`src/rtl/conv_tile_sched.sv`:
```
// Per-layer tile sequencer: configures the PE controller, launches one tile at a time and
// prefetches the next tile's IFM into the other ping-pong buffer while the current one computes.
module conv_tile_sched #(
  parameter int TILE_W    = 6,
  parameter int DRAIN_CYC = 4,
  parameter int PERF_W    = 16
) (
  input  logic              clk,
  input  logic              rst_n,
  input  logic              start,
  input  logic              abort,
  input  logic [1:0]        cfg_ci,
  input  logic [1:0]        cfg_co,
  input  logic [TILE_W-1:0] cfg_tiles,
  output logic              start_conv,
  output logic              start_again,
  output logic [1:0]        pe_cfg_ci,
  output logic [1:0]        pe_cfg_co,
  input  logic              pe_tile_done,
  output logic              pe_buf_sel,
  output logic              ld_req,
  output logic [TILE_W-1:0] ld_tile,
  output logic              ld_buf,
  input  logic              ld_ack,
  output logic [TILE_W-1:0] tile_idx,
  output logic              busy,
  output logic              done,
  output logic [PERF_W-1:0] perf_cycles,
  output logic [2:0]        state_dbg
);

  localparam int DW = (DRAIN_CYC < 1) ? 1 : $clog2(DRAIN_CYC + 1);

  typedef enum logic [2:0] {
    S_IDLE   = 3'd0,
    S_CFG    = 3'd1,
    S_LOAD0  = 3'd2,
    S_RUN    = 3'd3,
    S_WAITLD = 3'd4,
    S_DRAIN  = 3'd5
  } state_t;

  state_t            state, state_n;
  logic [TILE_W-1:0] tiles_q;
  logic [DW-1:0]     drain_cnt;
  logic              prefetch_ok;
  logic              run_first, run_first_n;
  logic              has_next, ack_ok, swap, accept;

  // Handshake: ld_req is a level held with stable ld_tile/ld_buf until ld_ack is sampled with
  // ld_req high; it drops the following cycle. ld_ack seen while ld_req is low is ignored.
  assign has_next  = (tile_idx < tiles_q);
  assign ack_ok    = ld_ack && ld_req;
  assign accept    = (state == S_IDLE) && start && !abort;
  assign busy      = (state != S_IDLE);
  assign state_dbg = state;

  always_comb begin
    ld_req  = 1'b0;
    ld_tile = '0;
    ld_buf  = 1'b0;
    case (state)
      S_LOAD0: ld_req = 1'b1;
      S_RUN, S_WAITLD: begin
        // Prefetch waits one cycle after a tile launch so the launch pulse stands alone.
        if ((state == S_WAITLD) || (!run_first && has_next && !prefetch_ok)) begin
          ld_req  = 1'b1;
          ld_tile = tile_idx + TILE_W'(1);
          ld_buf  = ~pe_buf_sel;
        end
      end
      default: ;
    endcase
  end

  always_comb begin
    state_n     = state;
    swap        = 1'b0;
    done        = 1'b0;
    start_conv  = 1'b0;
    start_again = 1'b0;
    case (state)
      S_IDLE:  if (start) state_n = S_CFG;
      S_CFG: begin
        start_conv = 1'b1;
        state_n    = S_LOAD0;
      end
      S_LOAD0: if (ack_ok) state_n = S_RUN;
      S_RUN: begin
        start_again = run_first;
        if (pe_tile_done) begin
          if (!has_next) begin
            state_n = S_DRAIN;
          end else if (prefetch_ok || ack_ok) begin
            swap = 1'b1;
          end else begin
            state_n = S_WAITLD;
          end
        end
      end
      S_WAITLD: begin
        if (ack_ok) begin
          swap    = 1'b1;
          state_n = S_RUN;
        end
      end
      S_DRAIN: begin
        if (drain_cnt == DW'(DRAIN_CYC)) begin
          done    = !abort;
          state_n = S_IDLE;
        end
      end
      default: state_n = S_IDLE;
    endcase
    if (abort) begin
      state_n = S_IDLE;
      swap    = 1'b0;
    end
    run_first_n = (state_n == S_RUN) && ((state != S_RUN) || swap);
  end

  always_ff @(posedge clk or negedge rst_n) begin
    if (!rst_n) begin
      state       <= S_IDLE;
      run_first   <= 1'b0;
      prefetch_ok <= 1'b0;
      tile_idx    <= '0;
      pe_buf_sel  <= 1'b0;
      tiles_q     <= '0;
      pe_cfg_ci   <= 2'b00;
      pe_cfg_co   <= 2'b00;
      drain_cnt   <= '0;
      perf_cycles <= '0;
    end else begin
      state     <= state_n;
      run_first <= run_first_n;
      drain_cnt <= (state == S_DRAIN) ? drain_cnt + DW'(1) : '0;
      if (accept) begin
        pe_cfg_ci   <= cfg_ci;
        pe_cfg_co   <= cfg_co;
        tiles_q     <= cfg_tiles;
        tile_idx    <= '0;
        pe_buf_sel  <= 1'b0;
        prefetch_ok <= 1'b0;
        perf_cycles <= '0;
      end else if (busy && (perf_cycles != {PERF_W{1'b1}})) begin
        perf_cycles <= perf_cycles + PERF_W'(1);
      end
      if (swap) begin
        tile_idx    <= tile_idx + TILE_W'(1);
        pe_buf_sel  <= ~pe_buf_sel;
        prefetch_ok <= 1'b0;
      end else if ((state == S_RUN) && ack_ok) begin
        prefetch_ok <= 1'b1;
      end
    end
  end

endmodule

```
`config.mk`:
```
export PLATFORM = sky130hd
export DESIGN_NAME = conv_tile_sched
export DESIGN_NICKNAME = d
export VERILOG_FILES = /design/src/rtl/conv_tile_sched.sv
export SDC_FILE = /design/constraint.sdc
export NUM_CORES = 1
export LEC_CHECK = 0
export ABC_AREA = 1
export BUFFER_PORTS_ARGS = -buffer_cell sky130_fd_sc_hd__buf_2
export CAP_MARGIN = 20
export CORE_AREA = 2 2 71 73
export DETAILED_ROUTE_END_ITERATION = 12
export DIE_AREA = 0 0 73 75
export GPL_TIMING_DRIVEN = 0
export PLACE_DENSITY = 0.78
export SYNTH_ARGS = -nofsm -noshare
export SYNTH_HDL_FRONTEND = slang
export SYNTH_SLANG_ARGS = --single-unit
```
`constraint.sdc`:
```
create_clock -name clk -period 2 [get_ports clk]
set_input_delay 0.4 -clock clk [delete_from_list [all_inputs] [get_ports clk]]
set_output_delay 0.4 -clock clk [all_outputs]
set_load 0.005 [all_outputs]
```
== After elaboration in Yosys (flattened, before gate mapping) ==
Index checks and enable logic that the tools add are counted.
Widths: inputs -> output; s select.
Storage, ports and cells
  input bits: 16
  output and inout bits: 42
  bits in registers: 41
Operators by class
  $lt $le $gt $ge: 1
  bitwise gates (word level): 1
  reduce and logical (&&, ||, !) cells: 21
  equal/unequal tests: 9
  add/subtract/negate cells: 3
  multiplexer cells: 33
Operator list (count)
  $mux 16: 2
  $mux 3: 8
  $mux 6: 4
  $add 16x1->16 const B: 1
  $mux 1: 16
  $ne 16x16->1 const B: 1
  $pmux 3 s5: 1
  $eq 3x2->1 const B: 3
  $eq 3x3->1 const B: 3
  $logic_and 1x1->1: 8
  $add 6x1->6 const B: 1
  $lt 6x6->1: 1
  $reduce_bool 3->1: 2
  $pmux 1 s2: 2
  $reduce_bool 2->1: 2
  $reduce_or 2->1: 2
  $add 3x1->3 const B: 1
  $eq 3x1->1 const B: 1
  $logic_not 1->1: 3
  $logic_not 3->1: 1
  $logic_or 1x1->1: 3
  $ne 3x2->1 const B: 1
  $not 1->1: 1

== Longest topological paths before layout ==
Gate-level depths: netlist of the first run.
  word-level depth: 15
  depth in mapped cells: 14
  gate-level depth less buffers: 14

== Worst setup path after synthesis of the first run ==
No wires, ideal clock.
  kind: register -> register
  start point: register tile_idx[3]
  end point: register tile_idx[2]
  setup slack: 0.150 ns
  data arrival time: 1.733 ns
  stages on the path, launching flop included: 14
  library setup time: 0.117 ns
  path through: dfrtp_1 > ha_1 > nand2_1 > nand2_1 > a21oi_4 > nand3_4 > nand2_4 > nand2_4 > nand2_4 > nand3_4 > nand2_8 > nand2_8 > nand3_2 > nand2_1
Between the ends
  cells in the longest elaborated chain, start to end: 14
  elaborated cells on any way between the ends: 16
RTL lines
  start: declaration: line 25  | output logic [TILE_W-1:0] tile_idx,
  start signal: assignment: line 150  | tile_idx <= tile_idx + TILE_W'(1);
  $lt 6x6->1 *: line 52  | assign has_next = (tile_idx < tiles_q);
  $logic_and 1x1->1 * (2 in a row): line 66  | if ((state == S_WAITLD) || (!run_first && has_next && !prefetch_ok)) begin
  $logic_or 1x1->1 *: line 66
  $mux 1 *: line 66
  $pmux 1 s2 *: line 62  | case (state)
  via ld_req: line 21  | output logic ld_req,
  $logic_and 1x1->1 *: line 53  | assign ack_ok = ld_ack && ld_req;
  $logic_or 1x1->1: line 94  | end else if (prefetch_ok || ack_ok) begin
  $mux 1: line 94
  $mux 1: line 92  | if (!has_next) begin
  $mux 1: line 91  | if (pe_tile_done) begin
  $pmux 1 s2 *: line 82  | case (state)
  $mux 1 *: line 115  | if (abort) begin
  $mux 6 or $reduce_bool 2->1 (tied branches)
The timed path passes the listed nets; every way through them passes the cells marked *.
A chain may end at the register's enable or synchronous reset.

== Worst setup path after layout of the first run ==
  start point: register tiles_q[3]
  end point: output ld_tile[4]
Between the ends
  cells in the longest elaborated chain, start to end: 6
RTL lines
  start: declaration: line 44  | logic [TILE_W-1:0] tiles_q;
  start signal: assignment: line 141  | tiles_q <= cfg_tiles;
  $lt 6x6->1: line 52
  $logic_and 1x1->1 (2 in a row): line 66
  $logic_or 1x1->1: line 66
  $mux 6: line 66
  $mux 6: line 62
  end: declaration: line 22  | output logic [TILE_W-1:0] ld_tile,
No other way between the ends.

==> results of run 1 <==
-- critical path, stage by stage, from the launching register on --
cell	delay [ns]
dfrtp_1	0.40
inv_2	0.10
ha_4	0.21
nand2_2	0.06
nand2_2	0.06
a21oi_4	0.19
nand3_4	0.16
a21boi_1	0.16
buf_2	0.13
-- layout make-up --
cell class                 count  area (um2)  share of cell area, %
multi-input combinational    212        1326                  42.83
sequential                    41        1032                  33.33
timing repair buffer          68       377.9                  12.20
inverter                      44       166.4                  5.374
clock buffer                   6       72.57                  2.343
tap                           54       67.56                  2.182
buffer                         4       43.79                  1.414
clock inverter                 2       10.01                 0.3232
-- worst max path at each step --
| stage | startpoint | endpoint |
|---|---|---|
| after floorplan | tile_idx[3]$_DFFE_PN0P_ | tile_idx[2]$_DFFE_PN0P_ |
| after global placement | tile_idx[3]$_DFFE_PN0P_ | tile_idx[5]$_DFFE_PN0P_ |
| after detailed placement | tile_idx[4]$_DFFE_PN0P_ | tile_idx[4]$_DFFE_PN0P_ |
| after CTS | tiles_q[3]$_DFFE_PN0P_ | ld_tile[4] |
| after global routing | tiles_q[3]$_DFFE_PN0P_ | ld_buf |
| final | tiles_q[3]$_DFFE_PN0P_ | ld_tile[4] |
-- through the flow --
| step | power (mW) | area (um2) | TNS, ns | worst slack, ns | instances |
|---|---|---|---|---|---|
| floorplan | 1.260 | 2467 | 0 | 0.1504 | 300 |
| detailed placement | 1.423 | 2820 | -0.1563 | -0.02723 | 411 |
| finish | 2.011 | 3097 | -1.113 | -0.1670 | 431 |
| global placement | 1.408 | 2820 | 0 | 0.01182 | 411 |
| global route | 2.129 | 3097 | -2.216 | -0.2394 | 431 |
| CTS | 1.995 | 3004 | -0.9208 | -0.1521 | 424 |
-- registers in the layout (all words and copies together), names as in the netlist --
signal / cells
perf_cycles: 16
tile_idx: 6
tiles_q: 6
drain_cnt: 3
state_dbg: 3
pe_cfg_ci: 2
pe_cfg_co: 2
pe_buf_sel: 1
prefetch_ok: 1
run_first: 1
-- routing by layer --
metal,up-vias,track usage (%),wire length (um)
met5,-,0,0
met4,0,8.848,120
met3,12,4.819,318
met2,76,35.34,2710
met1,1065,28.26,2608
li1,1119,-,-
-- timing repair --
item,4_1_cts,5_1_grt
setup buffers,5,6
hold buffers,0,0
resized for setup,19,13
cloned,0,1
setup endpoints to repair,16,17
pin swaps,8,8
hold endpoints to repair,0,0
-- cell families after synthesis --
kind of cell / after synthesis
adder cells (fa/ha/maj): 9
buffers and inverters: 48
AND/OR/NAND/NOR: 153
AO/OA/AOI/OAI: 44
XOR/XNOR: 5
flip-flops: 41
-- power by group through the flow --
stage	Sequential (mW)	Clock (mW)	Combinational (mW)
2_1_floorplan	0.991	0	0.269
3_3_place_gp	0.992	0	0.416
6_report	0.984	0.541	0.485
3_5_place_dp	0.995	0	0.428
4_1_cts	0.981	0.553	0.461
5_1_grt	0.997	0.582	0.551
-- Yosys cell counts (2+ instances only) --
cell | count | area (um2)
nand3_2 | 8 | 80.08
inv_2 | 4 | 15.01
ha_1 | 9 | 112.6
xor2_1 | 3 | 26.28
nor3_1 | 6 | 30.03
nand3_1 | 20 | 100.1
nand2_2 | 3 | 18.77
o21ai_0 | 15 | 75.07
a21oi_1 | 23 | 115.1
nand2_8 | 2 | 40.04
nand2_1 | 72 | 270.3
nand3b_1 | 4 | 30.03
nand3_4 | 4 | 70.07
dfrtp_1 | 41 | 1026
inv_1 | 39 | 146.4
clkbuf_8 | 2 | 27.53
nand2_4 | 3 | 33.78
a21boi_0 | 3 | 22.52
nor2_1 | 23 | 86.33
nor3_2 | 3 | 30.03
nor2_4 | 2 | 22.52
xnor2_1 | 2 | 17.52
==> summary.md, run 1 <==
| Metric | Value |
|---|---|
| Crit path launch type | `flop` |
| Measured slew at the worst slew-check pin | `0.9280 ns` |
| Buffers added on ports | `57` |
| Reg2reg end | `tile_idx[4]$_DFFE_PN0P_` |
| Pwr/cell area | `649.4 mW/mm2` |
| Fin util | `66.44%` |
| First-pass GRT wire length | `9101 um` |
| Row count | `25` |
| Minimum clock period | `2.167 ns` |
| Post-synthesis cell count | `300` |
| Post-Synth XOR/XNOR Area | `1.775%` |
| Largest net degree at the start of global routing | `42` |
| Grt total ovfl | `0` |
| Routed Antenna Nets | `0` |
| Final slew viol count | `0` |
| Final WS setup | `-0.1670 ns` |
| Root Buffer | `clkbuf_8` |
| # IOs | `58` |
| Adder-cell share of the synthesized area | `4.564%` |
| Initial core utilization | `52.94%` |
| Via count | `2,272` |
| Chip Height | `75 um` |
| Peak supply drop | `0.3544 mV` |
| Final worst path period share | `108.3%` |
| Async S/R FF share, synth | `100.0%` |
| Most frequent cells in the layout | `67 x nand2_1, 57 x buf_2, 36 x dfrtp_1` |
| Synth warn | `0` |
| Unique masters post-synth | `31` |
| Max Clock Freq | `0.4615 GHz` |
| Routed WL | `5758 um` |
| Clock sink count | `41` |
| P_sw | `0.6612 mW` |
| Layout area overhead | `25.51%` |
| Share of post-route cells with drive strength above 1 | `36.07%` |
| Worst r2r src | `tiles_q[3]$_DFFE_PN0P_` |
| Reg-to-reg slack, setup | `0.03 ns` |
| Fin Hold WS | `0.2409 ns` |
| Crit-path max FO | `8` |
| DIE AREA | `0.005475 mm2` |
| Worst Clk Skew | `0.004899 ns` |
| Reg2reg path depth | `14` |
| Vias in the first global route | `2,023` |
| Most used DFF post-synth | `dfrtp_1` |
| Multiplexer area fraction after synthesis | `0%` |
| Clock buffer depth | `2` |
| Synthesized area per cell | `8.225 um2` |
| Clock tree from TritonCTS | `built` |
| Core ar. | `0.004661 mm2` |
| Post-synth EDFFs | `0` |
| Failing checks | `setup timing` |
| Register share of total power | `49.0%` |
| Register area share after synthesis | `41.58%` |
| Worst Path Required | `1.60 ns` |
| Remaining DRCs | `0` |
| # fillers | `403` |
| DR pass1 iterations | `4` |
| Diode count | `0` |
| DR WL/cell | `13.36 um` |
| Simple-gate portion of the synthesized area | `33.72%` |
| Post-synthesis cell area | `0.002467 mm2` |
| Max-cap viol count | `0` |
| Post-DP HPWL | `3931 um` |
| Post-DR vias/cell | `5.271` |
| Clock slew at reported path FFs | `0.08 ns` |
| FF+latch count, synth | `41` |
| Pleak | `1.626 nW` |
| WP data arrival | `1.77 ns` |
| Largest family of logic cells by synthesized area | `simple AND/OR/NAND/NOR gates` |
| Max_slew headroom | `38.13%` |
| Chip width | `73 um` |
| Final setup fails | `8` |
| Clock network power share | `26.9%` |
| Switching Fraction | `32.88%` |
| RSZ-0062 raised after global routing | `true` |
| Tot GR Track Use | `21.74%` |
| Pint | `1.350 mW` |
| Inserted Clock Buffers | `5` |
| H-Tree Depth | `2` |
| Synth Area in Compound Gates | `9.838%` |
| Initial antenna violation count | `0` |
| Crit end category | `output port` |
| Worst Setup Path Type | `reg -> out` |
| Clk_lat worst skew | `0.30 ns` |
| Worst hold path class | `in -> async` |
| # nets final | `401` |
| Commonest non-fill, non-tap cell in the layout | `nand2_1` |
| Mapped Nets | `325` |
| Hold Violations, Final | `0` |
| Routability cong. | `0.8556` |
| Comb pwr share | `24.1%` |
| Outcome | `finished, violations left` |
| Drt initial violations | `161` |
(Power assumes the default switching activity.)
==> inputs of run 2 (changes only) <==
Clock period 2 ns to 2.1 ns, I/O delays scaled along.
==> run 2 against run 1 <==
Net effect: the run still ends with setup timing left; combinational power shrank 6.8%; critical path type unchanged; clock skew grew 0.0011 ns; design area shrank 2.4%; largest cell class unchanged; clock-buffer cell count is the same; highest routed layer unchanged; critical endpoint unchanged; register-to-register slack gained 0.11 ns; critical path depth is the same; die area is the same; via count shrank 1.9%.
==> summary.md, run 2 (synthesized netlist as in run 1, its figures left out) <==
| Metric | Value |
|---|---|
| # nets final | `395` |
| Initial core utilization | `52.94%` |
| Commonest non-fill, non-tap cell in the layout | `nand2_1` |
| Delay-heaviest family, CP | `flip-flops` |
| Clock sink count | `41` |
| Placed Area | `0.002820 mm2` |
| Number of flip-flops in the largest register | `16` |
| Via count | `2,228` |
| Clk_lat worst skew | `0.29 ns` |
| Crit path max-delay cell type | `dfrtp_1` |
| Reg2reg path depth | `14` |
| Final setup fails | `7` |
| DIE AREA | `0.005475 mm2` |
| Grt total ovfl | `0` |
| Max Clock Freq | `0.4570 GHz` |
| Worst r2r src | `tiles_q[3]$_DFFE_PN0P_` |
| Fin Hold WS | `0.2659 ns` |
| Pwr/cell area | `628.6 mW/mm2` |
| Top Registers | `perf_cycles x16, tile_idx x6, tiles_q x6` |
| DR pass1 iterations | `4` |
| Reg-to-reg slack, setup | `0.14 ns` |
| Clock buffer depth | `2` |
| Crit-path max FO | `8` |
| # IOs | `58` |
| Routability cong. | `0.8556` |
| Remaining DRCs | `0` |
| Crit path buf inv count | `2` |
| Setup_tns | `-0.4830 ns` |
| Pleak | `1.577 nW` |
| RSZ-0062 raised after global routing | `true` |
| WP data arrival | `1.77 ns` |
| CP Depth | `8` |
| Clock slew at reported path FFs | `0.08 ns` |
| Critical Path Source | `tiles_q[3]$_DFFE_PN0P_` |
| Minimum clock period | `2.188 ns` |
| Placed Cells | `411` |
| Worst Setup Path Type | `reg -> out` |
| Tot GR Track Use | `21.74%` |
| Buffers added on ports | `57` |
| Clock tree from TritonCTS | `built` |
| DR WL/cell | `13.12 um` |
| Biggest register | `perf_cycles` |
| Worst hold path class | `in -> async` |
| Inserted Clock Buffers | `5` |
| Diode count | `0` |
| Max_slew headroom | `38.19%` |
| Peak supply drop | `0.3369 mV` |
| Root Buffer | `clkbuf_8` |
| Worst Clk Skew | `0.005961 ns` |
| Hold Violations, Final | `0` |
| Final instance area | `0.003023 mm2` |
| Drt initial violations | `167` |
| # fillers | `415` |
| Worst path max stage delay | `0.41 ns` |
| Chip Height | `75 um` |
| Layout area overhead | `22.52%` |
| Failing checks | `setup timing` |
| Measured slew at the worst slew-check pin | `0.9271 ns` |
| Final WS setup | `-0.08823 ns` |
| Hold Buf Count CTS | `0` |
| Final std cells w/o fill | `425` |
| Crit end category | `output port` |
| First-pass GRT wire length | `9101 um` |
| Most common cell on crit path | `nand2_2` |
| Post-DP HPWL | `3931 um` |
| Initial antenna violation count | `0` |
| Crit path launch type | `flop` |
| Chip width | `73 um` |
| Area of the multi-input gates | `0.001295 mm2` |
| H-Tree Depth | `2` |
| Final slew viol count | `0` |
| Most frequent cells in the layout | `67 x nand2_1, 57 x buf_2, 37 x dfrtp_1` |
| Reg2reg end | `tile_idx[1]$_DFFE_PN0P_` |
| Max-cap viol count | `0` |
| Row count | `25` |
| Worst setup path end | `ld_tile[4]` |
| Cells along the critical path | `inv_2 -> ha_4 -> nand2_2 -> nand2_2 -> a21oi_4 -> nand3_4 -> a21boi_1 -> buf_2` |
| Outcome | `finished, violations left` |
| Vias in the first global route | `2,023` |
| Core ar. | `0.004661 mm2` |
| Fin util | `64.86%` |
| Final worst path period share | `104.2%` |
| Reg area | `0.001031 mm2` |
| Routed Antenna Nets | `0` |
| Share of post-route cells with drive strength above 1 | `33.96%` |
| Largest net degree at the start of global routing | `42` |
| Post-DR vias/cell | `5.242` |
| Worst Path Required | `1.68 ns` |
| Routed WL | `5576 um` |
run 2: cell count changes in the layout (fill, tap and decap cells not counted), sizes merged:
cell   delta
buf       -5
nand2     -1
run 2: stage by stage:
stage          setup WS [ns]  total power, mW
2_1_floorplan         0.2504            1.200
3_3_place_gp          0.1070            1.341
3_5_place_dp         0.07277            1.355
4_1_cts             -0.07214            1.896
5_1_grt              -0.1530            2.016
6_report            -0.08823            1.900
run 2: final cells by class:
| type | count | area share [%] |
|---|---|---|
| Clock buffer | 6 | 2.401 |
| Timing Repair Buffer | 63 | 11.13 |
| Inverter | 44 | 5.505 |
| Buffer | 4 | 1.449 |
| Sequential cell | 41 | 34.11 |
| Clock inverter | 2 | 0.3311 |
| Tap cell | 54 | 2.235 |
| Multi-Input combinational cell | 211 | 42.84 |
run 2: what timing repair did:
| item | CTS | global route |
|---|---|---|
| pin swaps | 8 | 3 |
| buffers inserted | 5 | 1 |
| setup endpoints to repair | 8 | 8 |
| gates resized for setup | 18 | 6 |
run 2: worst min path at each step:
stage,end,depth (start not counted),from,slack (ns)
6_report,perf_cycles[3]$_DFFE_PN0P_,1,rst_n,0.27
5_1_grt,pe_cfg_ci[0]$_DFFE_PN0P_,3,cfg_ci[0],0.32
4_1_cts,perf_cycles[9]$_DFFE_PN0P_,1,rst_n,0.29
3_5_place_dp,pe_cfg_ci[0]$_DFFE_PN0P_,2,pe_cfg_ci[0]$_DFFE_PN0P_,0.45
3_3_place_gp,drain_cnt[0]$_DFF_PN0_,1,drain_cnt[0]$_DFF_PN0_,0.45
2_1_floorplan,drain_cnt[0]$_DFF_PN0_,0,rst_n,0.12
run 2: power breakdown:
part	leakage [nW]	internal [mW]	switching [mW]
clock	0.0450	0.231	0.280
combinational	0.987	0.179	0.273
sequential	0.545	0.871	0.0664
total	1.58	1.28	0.620
run 2: routing by layer:
metal	GRT usage, %	vias to the layer above	part of all wire, %	wire length [um]
met5	0	-	0	0
met4	8.848	0	1.4	76
met3	4.819	8	5.1	284
met2	35.34	66	48	2680
met1	28.26	1050	45	2534
li1	-	1104	-	-
